[src/rtl/s_machine_pkg.sv]
// Shared S-Machine definitions: bus widths, the halt encoding and the fetch-stage state type.
// Imported by the fetch unit and its interface.
package s_machine_pkg;

    localparam int unsigned ADDR_W  = 8;
    localparam int unsigned INST_W  = 16;
    localparam int unsigned COUNT_W = 16;
    localparam int unsigned WAIT_W  = 3;

    localparam logic [INST_W-1:0] HALT_INST = 16'hFFFF;

    typedef logic [WAIT_W-1:0]  wait_cnt_t;
    typedef logic [COUNT_W-1:0] fetch_cnt_t;

    typedef enum logic [2:0] {
        StIdle,
        StFetch,
        StWait,
        StIssue,
        StHalt
    } fetch_state_e;

    // Saturating increment: the issue counter sticks at all-ones instead of wrapping.
    function automatic fetch_cnt_t sat_inc(input fetch_cnt_t value);
        return (value == '1) ? value : value + fetch_cnt_t'(1);
    endfunction

endpackage

[src/rtl/inst_fetch_unit_if.sv]
// Fetch-stage bundle: interpreter handshake plus the unified-memory read port.
// master = fetch unit, slave = interpreter/memory side.
interface inst_fetch_unit_if;
    import s_machine_pkg::*;

    logic              run;
    logic [ADDR_W-1:0] pc;
    logic              done;
    logic [ADDR_W-1:0] mem_addr;
    logic              mem_rd;
    logic [INST_W-1:0] mem_data_in;
    logic              bus_grant;
    logic [INST_W-1:0] inst;
    logic              enable;
    logic              halted;
    fetch_cnt_t        fetch_count;

    modport master (
        input  run, pc, done, mem_data_in,
        output mem_addr, mem_rd, bus_grant, inst, enable, halted, fetch_count
    );

    modport slave (
        output run, pc, done, mem_data_in,
        input  mem_addr, mem_rd, bus_grant, inst, enable, halted, fetch_count
    );

endinterface

[src/rtl/inst_fetch_unit.sv]
// Instruction fetch stage: reads the word at the interpreter's PC, holds it on inst with
// enable high until done, and owns the memory bus only while a read is in flight.
module inst_fetch_unit
    import s_machine_pkg::*;
#(
    parameter int unsigned MEM_LATENCY = 1
) (
    input logic               clk,
    input logic               reset,
    inst_fetch_unit_if.master bus
);

    localparam wait_cnt_t WAIT_INIT = wait_cnt_t'(MEM_LATENCY - 1);

    fetch_state_e      state_q, state_d;
    logic [ADDR_W-1:0] mem_addr_q, mem_addr_d;
    logic [INST_W-1:0] inst_q, inst_d;
    wait_cnt_t         wait_cnt_q, wait_cnt_d;
    fetch_cnt_t        fetch_count_q, fetch_count_d;

    always_ff @(posedge clk) begin
        if (reset) begin
            state_q       <= StIdle;
            mem_addr_q    <= '0;
            inst_q        <= '0;
            wait_cnt_q    <= '0;
            fetch_count_q <= '0;
        end else begin
            state_q       <= state_d;
            mem_addr_q    <= mem_addr_d;
            inst_q        <= inst_d;
            wait_cnt_q    <= wait_cnt_d;
            fetch_count_q <= fetch_count_d;
        end
    end

    always_comb begin
        state_d       = state_q;
        mem_addr_d    = mem_addr_q;
        inst_d        = inst_q;
        wait_cnt_d    = wait_cnt_q;
        fetch_count_d = fetch_count_q;

        unique case (state_q)
            StIdle: begin
                if (bus.run) begin
                    state_d    = StFetch;
                    mem_addr_d = bus.pc;
                end
            end
            StFetch: begin
                wait_cnt_d = WAIT_INIT;
                state_d    = StWait;
            end
            StWait: begin
                // Counter at zero marks the cycle in which memory data is valid.
                if (wait_cnt_q == '0) begin
                    inst_d = bus.mem_data_in;
                    if (bus.mem_data_in == HALT_INST) begin
                        state_d = StHalt;
                    end else begin
                        state_d       = StIssue;
                        fetch_count_d = sat_inc(fetch_count_q);
                    end
                end else begin
                    wait_cnt_d = wait_cnt_q - wait_cnt_t'(1);
                end
            end
            StIssue: begin
                // run is only consulted at retirement, so a drop mid-fetch still issues.
                if (bus.done) begin
                    if (bus.run) begin
                        state_d    = StFetch;
                        mem_addr_d = bus.pc;
                    end else begin
                        state_d = StIdle;
                    end
                end
            end
            StHalt: begin
                state_d = StHalt;
            end
            default: begin
                state_d = StIdle;
            end
        endcase
    end

    assign bus.mem_addr    = mem_addr_q;
    assign bus.mem_rd      = (state_q == StFetch);
    assign bus.bus_grant   = (state_q == StFetch) || (state_q == StWait);
    assign bus.inst        = inst_q;
    assign bus.enable      = (state_q == StIssue);
    assign bus.halted      = (state_q == StHalt);
    assign bus.fetch_count = fetch_count_q;

endmodule

[src/flat_wrapper.sv]
// flat-port wrapper written by rule: the top's interface ports become plain ports
module inst_fetch_unit_flat import s_machine_pkg::*;
#(
    parameter int unsigned MEM_LATENCY = 1
)
  (clk, reset, bus_run, bus_pc, bus_done, bus_mem_data_in, bus_mem_addr, bus_mem_rd, bus_bus_grant, bus_inst, bus_enable, bus_halted, bus_fetch_count);
  inst_fetch_unit_if bus_i ();
  input logic clk;
  input logic reset;
  input wire logic [$bits(bus_i.run)-1:0] bus_run;
  input wire logic [$bits(bus_i.pc)-1:0] bus_pc;
  input wire logic [$bits(bus_i.done)-1:0] bus_done;
  input wire logic [$bits(bus_i.mem_data_in)-1:0] bus_mem_data_in;
  output wire logic [$bits(bus_i.mem_addr)-1:0] bus_mem_addr;
  output wire logic [$bits(bus_i.mem_rd)-1:0] bus_mem_rd;
  output wire logic [$bits(bus_i.bus_grant)-1:0] bus_bus_grant;
  output wire logic [$bits(bus_i.inst)-1:0] bus_inst;
  output wire logic [$bits(bus_i.enable)-1:0] bus_enable;
  output wire logic [$bits(bus_i.halted)-1:0] bus_halted;
  output wire logic [$bits(bus_i.fetch_count)-1:0] bus_fetch_count;
  assign bus_i.run = bus_run;
  assign bus_i.pc = bus_pc;
  assign bus_i.done = bus_done;
  assign bus_i.mem_data_in = bus_mem_data_in;
  assign bus_mem_addr = bus_i.mem_addr;
  assign bus_mem_rd = bus_i.mem_rd;
  assign bus_bus_grant = bus_i.bus_grant;
  assign bus_inst = bus_i.inst;
  assign bus_enable = bus_i.enable;
  assign bus_halted = bus_i.halted;
  assign bus_fetch_count = bus_i.fetch_count;
  inst_fetch_unit #(.MEM_LATENCY(MEM_LATENCY)) u_core (.clk(clk), .reset(reset), .bus(bus_i));
endmodule
[config.mk]
export PLATFORM = sky130hd
export DESIGN_NAME = inst_fetch_unit_flat
export DESIGN_NICKNAME = d
export VERILOG_FILES = /design/src/rtl/s_machine_pkg.sv /design/src/rtl/inst_fetch_unit_if.sv /design/src/rtl/inst_fetch_unit.sv /design/src/flat_wrapper.sv
export SDC_FILE = /design/constraint.sdc
export NUM_CORES = 1
export LEC_CHECK = 0
export CORE_UTILIZATION = 46
export CTS_CLUSTER_DIAMETER = 150
export DETAILED_ROUTE_END_ITERATION = 7
export GPL_TIMING_DRIVEN = 0
export PLACE_DENSITY = 0.79
export SLEW_MARGIN = 20
export SYNTH_ARGS = -nofsm -noshare
export SYNTH_HDL_FRONTEND = slang
export SYNTH_SLANG_ARGS = --single-unit
[constraint.sdc]
create_clock -name clk -period 2.65 [get_ports clk]
set_clock_uncertainty 0.2 [all_clocks]
set_input_delay 0.265 -clock clk [delete_from_list [all_inputs] [get_ports clk]]
set_output_delay 0.265 -clock clk [all_outputs]
set_load 0.05 [all_outputs]
-- After elaboration in Yosys (flattened, before gate mapping)
Cells that the tools add are included.
- register bits after elaboration: 46
- input bits: 28
- output and inout bits: 44
- word-level logic and storage cells: 40
- add/sub/neg operators: 2
- equal/unequal tests: 10
- muxes and demuxes: 11
- bitwise gates (word level): 2
- reductions and logical operators: 10
- operators by type and width (cell ; number):
    == test 16 bit, second input constant ; 2
    adder 16 x 1 -> 16 bit, second input constant ; 1
    2-to-1 mux 8 bit ; 2
    one-hot mux 8 bit (2 select lines) ; 1
    2-to-1 mux 3 bit ; 5
    one-hot mux 3 bit (5 select lines) ; 1
    == test 3 x 2 -> 1 bit, second input constant ; 2
    zero test 3 bit ; 2
    != test 2 bit, second input constant ; 3
    one-hot mux 3 bit (2 select lines) ; 1
    AND reduction 2 bit ; 3
    AND reduction 4 bit ; 1
    nonzero test 2 bit ; 2
    == test 3 x 1 -> 1 bit, second input constant ; 1
    == test 3 bit, second input constant ; 1
    AND reduction 3 bit ; 1
    subtractor 3 x 1 -> 3 bit, second input constant ; 1
    != test 2 x 1 -> 1 bit, second input constant ; 1
    NOT 1 bit ; 2
    logical OR 1 bit ; 1
    2-to-1 mux 1 bit ; 1

-- Longest topological paths before layout
- depth after elaboration: 4
- depth in mapped cells: 9
- depth with buffers taken out: 8

-- Worst setup path after synthesis
OpenSTA, ideal clock, no wires.
- path kind: register to register
- start point: register u_core.fetch_count_q[8], in the netlist u_core.bus.fetch_count[8]
- end point: register u_core.fetch_count_q[15], in the netlist u_core.bus.fetch_count[15]
- library setup time: 0.129 ns
- data arrival time: 1.821 ns
- data required time: 2.321 ns
- setup slack: 0.500 ns
- stages on the path, launching flop included: 8
- buffers on the path: 2
- period minus slack after synthesis: 2.150 ns
- cell sequence: dfxtp_1 -> and4_1 -> clkbuf_1 -> and4_4 -> buf_6 -> nor4_2 -> xnor2_1 -> nor2_1
- word-level cells in the longest chain between the ends: 3
- elaborated cells between the ends (all ways): 4
- classes of those cells: add/sub: 1; eq/ne: 1; bitwise: 1; reduce/logical: 1
- RTL lines (item ; line ; source):
    from (decl) ; inst_fetch_unit.sv:19 ; fetch_cnt_t fetch_count_q, fetch_count_d;
    from (signal assigned) ; inst_fetch_unit.sv:33 ; fetch_count_q <= fetch_count_d;
    parallel branches: the longest is 3 deep, another holds adder 16 x 1 -> 16 bit ; -- ;
Parallel ways; which one is timed is not known.
A chain may end at the register's enable or synchronous reset.

-- Worst setup path after layout
- start point: register u_core.state_q[0]
- end point: output bus_halted
- word-level cells in the longest chain between the ends: 1
- RTL lines (item ; line ; source):
    from (decl) ; inst_fetch_unit.sv:15 ; fetch_state_e state_q, state_d;
    from (signal assigned) ; inst_fetch_unit.sv:23 ; state_q <= StIdle;
    from (signal assigned) ; inst_fetch_unit.sv:29 ; state_q <= state_d;
    == test 3 bit ; inst_fetch_unit.sv:94 ; assign bus.halted = (state_q == StHalt);
    to (decl) ; flat_wrapper.sv:19 ; output wire logic [$bits(bus_i.halted)-1:0] bus_halted;
No other way between the ends.

==> impl_metrics.env <==
export IMPL_outcome="finished, final reports clean"
export IMPL_start_kind="register"
export IMPL_ff_latch_area_um2=921
export IMPL_ant_nets=0
export IMPL_netlist_instances=253
export IMPL_row_count=24
export IMPL_fp_dieW_um=71.6
export IMPL_synth_top_family_by_area="simple AND/OR/NAND/NOR gates"
export IMPL_path_clk_slew_ns=0.08
export IMPL_grt_pass1_wl_um=8650
export IMPL_worstSkewPairLatency_ns=0.30
export IMPL_gp_congestion=0.791
export IMPL_seq_area_frac_synth_pct=41.3
export IMPL_syn_to_final_growth_pct=39.2
export IMPL_drive_above_1_share_pct=11.4
export IMPL_period_needed_ns=2.44
export IMPL_synth_compound_area_share_pct=11.6
export IMPL_cap_violations=0
export IMPL_antenna_cells=0
export IMPL_ios=72
export IMPL_synth_mux_area_share_pct=4.04
export IMPL_crit_type="register to primary output"
export IMPL_clock_sinks=46
export IMPL_synth_net_count=284
export IMPL_start_util_pct=49.5
export IMPL_routed_wl_um=5190
export IMPL_die_area_um2=5130
export IMPL_ys_seq_elements=46
export IMPL_drc_errors=0
export IMPL_syn_area_um2=2230
export IMPL_dpl_hpwl_um=3810
export IMPL_setup_ws_ns=0.214
export IMPL_setup_viol=0
export IMPL_synth_simple_area_share_pct=31.0
export IMPL_rsz0062_at_grt="false"
export IMPL_cts_resized=0
export IMPL_drv_slew=0
export IMPL_dr_pass1_iters=4
export IMPL_wl_per_cell_um=13.5
export IMPL_synth_edff_count=0
export IMPL_power_density_nw_per_um2=506
export IMPL_track_usage_pct=21.2
export IMPL_peakVddDrop_v=0.000329
export IMPL_yosys_area_top_type="dfxtp_1"
export IMPL_n_fill_cell=399
export IMPL_leakage_nw=1.09
export IMPL_crit_path_end_kind="primary output"
export IMPL_synthAdderAreaFrac_pct=1.68
export IMPL_vias_per_cell=5.20
export IMPL_synth_xor_area_share_pct=4.71
export IMPL_cts_tree="done"
export IMPL_max_clock_freq_ghz=0.411
export IMPL_grt_overflow=0
export IMPL_async_reset_ff_share_pct=0
export IMPL_cts_post_setup_buffers_inserted=0
export IMPL_netlist_area_leader_share_pct=41.3
export IMPL_hold_violations=0
export IMPL_dpl_cell_count=376
export IMPL_multi_input_area_um2=1180
export IMPL_cts_buffers=5
export IMPL_finalPower_mw=1.57
export IMPL_cts_root_buffer="clkbuf_8"
export IMPL_place_ws_ns=0.194
export IMPL_required_ns=2.18
export IMPL_grt_pass1_vias=1855
export IMPL_htreeDepth=2
export IMPL_tightest_slew_ns=0.759
export IMPL_io_buffer_count=71
export IMPL_ys_flop_type="dfxtp_1"
export IMPL_fin_cells=384
export IMPL_yosysUniqueCellTypes=41
export IMPL_nNetsFinal=362
export IMPL_path_max_fanout=10
export IMPL_grt_max_degree=15
export IMPL_coreArea_um2=4500
export IMPL_hp_class="register to register"
export IMPL_drt_iter0_drc=58
export IMPL_setup_tns_ns=0
export IMPL_antenna_found_initial=0
export IMPL_ys_top_cells_by_area="dfxtp_1 41%, nand2_1 6.2%, nor4_2 5.6%"
export IMPL_yosys_warnings=0
export IMPL_fp_dieH_um=71.6
export IMPL_synth_avg_cell_area_um2=8.81
export IMPL_worstPathArrival_ns=1.97
export IMPL_clk_path_buf_depth=2
export IMPL_hold_buffers=0
export IMPL_vias=1996
export IMPL_slew_headroom_pct=49.4
export IMPL_fin_crit_sh_pct=91.9
==> path summary, 6_finish.rpt <==
path,to,cells past startpoint,slack (ns),from
min reg2reg,u_core.bus.inst[0],2,0.26,u_core.bus.inst[0]
max,bus_halted,4,0.21,u_core.state_q[0]
max reg2reg,u_core.bus.inst[9],9,0.31,u_core.wait_cnt_q[0]
min,u_core.bus.inst[0],2,0.26,u_core.bus.inst[0]
==> report_power, final <==
part           leakage, nW  switching [mW]  internal, mW  total, mW
sequential           0.373          0.0167         0.722      0.739
combinational        0.669           0.241         0.149      0.390
clock               0.0472           0.231         0.210      0.441
==> sequential cells by signal, indices dropped and copies added (netlist names) <==
signal                  count
u_core.bus.mem_addr         8
u_core.wait_cnt_q           3
u_core.bus.inst            16
u_core.state_q              3
u_core.bus.fetch_count     16
==> final cells by class <==
cell class	instances	area share, %
Sequential cell	46	29.7
Clock inverter	2	0.403
Timing Repair Buffer	71	23.0
Inverter	9	1.09
Tap cell	52	2.10
Multi-Input combinational cell	181	38.0
Clock buffer	6	2.66
Buffer	17	3.06
==> cell families (layout without fill, tap and decap cells) <==
| group | Yosys count | count (layout) |
|---|---|---|
| flip-flops | 46 | 46 |
| XOR/XNOR | 12 | 12 |
| adder cells (fa/ha/maj) | 3 | 3 |
| AO/OA/AOI/OAI | 39 | 39 |
| buffers and inverters | 26 | 105 |
| multiplexers | 9 | 9 |
| AND/OR/NAND/NOR | 118 | 118 |
==> cell usage in the layout (no fill, tap or decap), drive strengths merged, types with 3 or more instances in the layout <==
cell type      synthesis  layout
clkdlybuf4s50          0      70
nor4                  12      12
inv                    9       9
a22oi                  3       3
o21ai                  4       4
nand4                 10      10
and3                   5       5
ha                     3       3
xnor2                 12      12
mux2i                  9       9
nor2                  30      30
dfxtp                 46      46
nand2b                 5       5
nand3                  5       5
nand2                 38      38
a21oi                 23      23
clkbuf                10      16
buf                    7       7
nor3                   4       4
and4                   5       5
==> critical path: stages (launching register included) <==
cell and delay, ns:
dfxtp_1 0.33, clkbuf_2 0.19, inv_1 0.19, and3_1 0.17, clkdlybuf4s50_1 0.79
==> cell usage after synthesis, drive strengths merged (2+ instances only) <==
cell and instances:
nand2 38, dfxtp 46, o21ai 4, nor4 12, nor4b 2, inv 9
a21oi 23, a22oi 3, a2111oi 2, nand4 10, nor2 30, buf 7
and4 5, and3 5, nor3 4, clkbuf 10, nand2b 5, ha 3
xnor2 12, nand3 5, o32ai 2, mux2i 9
==> metrics by stage <==
stage,hold slack (ns),instance area (um2),util (%)
after floorplan,0.201,2230,-
final,0.255,3100,68.9
after detailed placement,0.248,3010,66.7
after CTS,0.259,3100,68.8
after global routing,0.279,3100,68.9
after global placement,0.241,3010,66.7
==> layer usage <==
layer	track usage, %	share of wire [%]	vias to the layer above	routed length [um]
met2	35.5	47	37	2420
li1	-	-	1037	-
met1	28.0	49	916	2530
met5	0	0	-	0
met3	3.94	3.3	6	173
met4	5.88	1.1	0	58
Power figures use the tool's default switching activity.
==> variant 1: new RTL, same settings <==
Re-encode `fetch_state_e` (5 states) as one-hot, 5 bits wide.
--- a/src/rtl/s_machine_pkg.sv
+++ b/src/rtl/s_machine_pkg.sv
@@ -12,12 +12,12 @@
     typedef logic [WAIT_W-1:0]  wait_cnt_t;
     typedef logic [COUNT_W-1:0] fetch_cnt_t;
 
-    typedef enum logic [2:0] {
-        StIdle,
-        StFetch,
-        StWait,
-        StIssue,
-        StHalt
+    typedef enum logic [4:0] {
+        StIdle  = 5'b00001,
+        StFetch = 5'b00010,
+        StWait  = 5'b00100,
+        StIssue = 5'b01000,
+        StHalt  = 5'b10000
     } fetch_state_e;
 
     // Saturating increment: the issue counter sticks at all-ones instead of wrapping.
Behaviour: no difference found for any inputs over 10 cycles, from zero or initial values and one cycle with reset high; not proved beyond that.
==> variant 1 against the unedited design <==
- setup slack got worse by 0.13 ns
- routed wire length is 0.96% lower
- sequential share of layout area up 1.8 points
- count of clock-buffer cells in the layout unchanged
- die area shrank 3.4%
- critical path type unchanged
- synthesized area down 3.5%
- sequential cell count rose by 2
- via count stayed put
- power is 14% higher
- clock power is 20% higher
- design area decreased by 1.7%
==> variant 1: results (changes against the unedited design) <==
Status
The run finished with clean final reports.

Yosys
The synthesized instance count came to 235 (-7.1%). The count of cell types in the netlist is 38 (-7.3%). Sorting the synthesized cells by area gives the leading types as sky130_fd_sc_hd__dfxtp_1, sky130_fd_sc_hd__mux2i_1, sky130_fd_sc_hd__nor2_1, sky130_fd_sc_hd__a21oi_1, sky130_fd_sc_hd__nand4_1. In the synthesized netlist, the cells that appear most often are sky130_fd_sc_hd__dfxtp_1, sky130_fd_sc_hd__nor2_1, sky130_fd_sc_hd__mux2i_1, sky130_fd_sc_hd__a21oi_1, sky130_fd_sc_hd__nand4_1. The part of the Yosys area used for sequential elements came to 0.447 (+0.0338).

Critical path
The endpoint arrival time on the critical path is 2.10 ns (+0.13 ns). The largest driver fanout on the critical path is 9 (-1). The worst register-to-register path begins at u_core.bus.fetch_count[0]$_SDFFE_PP0P_.

The worst reg-to-reg path cell count is 6 (-3).

Layout
The count of plain and timing-repair buffers in the layout is 81 (-8.0%). The share of final-layout standard cells stronger than drive strength 1 came to 0.0701 (-0.0444). The non-filler instance count after layout is 366 (-4.7%). The flip-flop and latch area is 961 um2 (+4.3%).

The count of nets after finishing came to 344 (-5.0%). The non-clock buffer contribution to total cell area is 0.249 (-0.0116). The number of inverters outside the clock class in the layout is 8 (-1). The proportion of cell area spent on the clock network is 0.0352 (+0.00461). The sequential cell count is 48 (+4.3%). The proportion of cell area occupied by multi-input gates was 0.370 (-0.0104).

Placed design
The final HPWL from detailed placement is 3670 um (-3.7%). The cell area after placement is 0.00295 mm2 (-2.0%). The cell total after placement is 358 (-4.8%).

GRT
The number of global-route vias before repair is 1912 (+3.1%). The global-route wire length before repair is 8590 um (-0.64%). The global-route met1 utilization is 0.276 (-0.00396).

The combined global-route utilization of all metal layers is 0.217 (+0.00510). The met3 layer usage reported by global route came to 0.0750 (+0.0357).

Route
The routed wire length is 5140 um (-0.96%). The amount of wire on met2 after detailed routing is 2360 um (-2.6%). The detailed-routed wire length on met3 came to 376 um (+120%).

The number of DRC markers in iteration 0 came to 130 (+120%). The ratio of routed vias to standard cells was 5.45 (+4.9%).

Min path
The path with the worst hold slack has its endpoint at u_core.wait_cnt_q[0]$_SDFFE_PP0P_.

Power
The power density of the placed cells is 585 mW/mm2 (+16%). The maximum ir drop on the vdd rail is 391 uV (+19%).

Timing
The worst hold slack after final layout is 0.259 ns (+0.00371 ns). The headroom to the max-slew limit is 0.442 (-0.0518).
==> variant 1: cell count changes in the layout (fill, tap and decap cells not counted), moves of 4 or more <==
cell,change
sky130_fd_sc_hd__xnor2_1,-6
sky130_fd_sc_hd__nor2_1,+8
sky130_fd_sc_hd__mux2i_1,+16
sky130_fd_sc_hd__nand2_1,-32
sky130_fd_sc_hd__nor4_1,+5
sky130_fd_sc_hd__nor4_2,-8
sky130_fd_sc_hd__or3_1,+7
sky130_fd_sc_hd__a21oi_1,-7
sky130_fd_sc_hd__nor3_1,+4
==> variant 1: what timing repair did <==
item | in CTS | in global routing
hold buffers | 0 | 0
gates resized for setup | 2 | 1
endpoints found under the setup margin | 2 | 1
==> variant 1: worst max path at each step <==
stage                              startpoint                                      to  slack, ns
3_5_place_dp              bus_mem_data_in[14]  u_core.bus.fetch_count[6]$_SDFFE_PP0P_      -0.17
2_1_floorplan  u_core.state_q[3]$_SDFFE_PP0P_       u_core.wait_cnt_q[1]$_SDFFE_PP0P_       0.08
4_1_cts        u_core.state_q[0]$_SDFFE_PP1P_                           bus_bus_grant       0.03
6_report       u_core.state_q[2]$_SDFFE_PP0P_                              bus_enable       0.08
5_1_grt        u_core.state_q[2]$_SDFFE_PP0P_                              bus_enable     0.0008
3_3_place_gp              bus_mem_data_in[14]  u_core.bus.fetch_count[6]$_SDFFE_PP0P_      -0.62
==> variant 1: logic make-up after synthesis <==
logic type / share of synthesized area
compound gates: 0.0809
xor+xnor: 0.0244
fa+ha+maj: 0.0175
buf+inv: 0.0366
flops: 0.447
mux: 0.122
simple gates: 0.272
==> variant 1: power by group <==
group	internal, mW	total, mW	switching, mW	leakage [nW]
sequential	0.763	0.798	0.0349	0.389
combinational	0.186	0.459	0.273	0.730
clock	0.280	0.529	0.248	0.0552
total	1.23	1.79	0.556	1.17
==> variant 2: new RTL, same flow settings <==
Made on the original files. Change the package constant `ADDR_W` from 8 to 6.
--- a/src/rtl/s_machine_pkg.sv
+++ b/src/rtl/s_machine_pkg.sv
@@ -2,7 +2,7 @@
 // Imported by the fetch unit and its interface.
 package s_machine_pkg;
 
-    localparam int unsigned ADDR_W  = 8;
+    localparam int unsigned ADDR_W  = 6;
     localparam int unsigned INST_W  = 16;
     localparam int unsigned COUNT_W = 16;
     localparam int unsigned WAIT_W  = 3;
Interface: changed (resized bus_mem_addr and bus_pc); port bits go from 72 to 68. No check against the original RTL was run, so the function may have changed too.
==> variant 2 against the unedited design <==
- routed wire length shrank 4.9%
- setup slack lost 0.038 ns
- via count shrank 2.9%
- sequential cell count shrank 2
- fmax shrank 1.5%
- count of clock-buffer cells in the layout grew 1
- critical path type unchanged
- sequential power shrank 3.7%
- synthesized cell count shrank 5.5%
- design area shrank 6.3%
- first-iteration DRC count grew 76%
- synthesized area shrank 6.4%
- power shrank 1.1%
==> variant 2: results (changes against the unedited design) <==
Power
The total internal power is 1.04 mW (-4.1%). The power dissipated in combinational cells is 414 uW (+6.2%). The power drawn by the clock network is 426 uW (-3%).

Yosys
The average size of a mapped cell is 8.73 um2 (-0.91%). By area the synthesized netlist is led by sky130_fd_sc_hd__dfxtp_1, sky130_fd_sc_hd__nand2_1, sky130_fd_sc_hd__a21oi_1, sky130_fd_sc_hd__nor2_1, sky130_fd_sc_hd__xnor2_1. The count of cell types in the netlist is 44 (+7.3%). The area fraction in compound gates after synthesis is 0.117 (+0.00131). The part of the Yosys area used for sequential elements was 0.422 (+0.00904).

GRT
The number of global-route vias before repair is 1785 (-3.8%). The combined global-route utilization of all metal layers is 0.215 (+0.00302). The pin count of the biggest net entering global routing is 14 (-1).

Route
The length of routed wiring on met1 was 2330 um (-8.2%). The detailed-routed wire length on met3 was 242 um (+40%). The per-cell routed wire length is 13.5 um (-0.22%). The amount of wire on met2 after detailed routing is 2240 um (-7.5%). The ratio of routed vias to standard cells is 5.30 (+1.9%).

Status
The flow ran to the end, and the final reports show no timing, DRC or antenna violations.

Layout
The share of final-layout standard cells stronger than drive strength 1 was 0.0860 (-0.0285). The count of nets after finishing came to 342 (-5.5%). The filler cell count in the final layout is 372 (-6.8%).

Placed design
The number of input and output port buffers inserted was 67 (-5.6%). The cell total after placement is 358 (-4.8%). The cell area after placement is 0.00282 mm2 (-6.1%).

Min path
The startpoint identified for the worst hold timing path is u_core.bus.inst[13]$_SDFFE_PP0P_.

Critical path
The slack of the worst reg-to-reg path was 0.26 ns (-0.05 ns).
## variant 2: cell count changes in the layout (fill, tap and decap cells not counted), sizes merged, moves of 3 or more
cell	change
and3	-3
and4	-3
clkdlybuf4s50	-3
nand2	-3
nand2b	-3
nor4	-3
## variant 2: critical path: stages (launching register included)
cell	delay [ns]
sky130_fd_sc_hd__dfxtp_1	0.34
sky130_fd_sc_hd__buf_2	0.23
sky130_fd_sc_hd__nand2b_1	0.16
sky130_fd_sc_hd__nor2_1	0.16
sky130_fd_sc_hd__clkdlybuf4s50_1	0.82
## variant 2: area by class of cell
| cell class | count | area [um2] | share of cell area |
|---|---|---|---|
| buffer | 15 | 70.1 | 0.0241 |
| clock buffer | 7 | 76.3 | 0.0262 |
| clock inverter | 1 | 8.76 | 0.00301 |
| inverter | 10 | 37.5 | 0.0129 |
| multi-input combinational | 170 | 1100 | 0.378 |
| sequential | 44 | 881 | 0.303 |
| tap | 52 | 65.1 | 0.0224 |
| timing repair buffer | 67 | 671 | 0.231 |
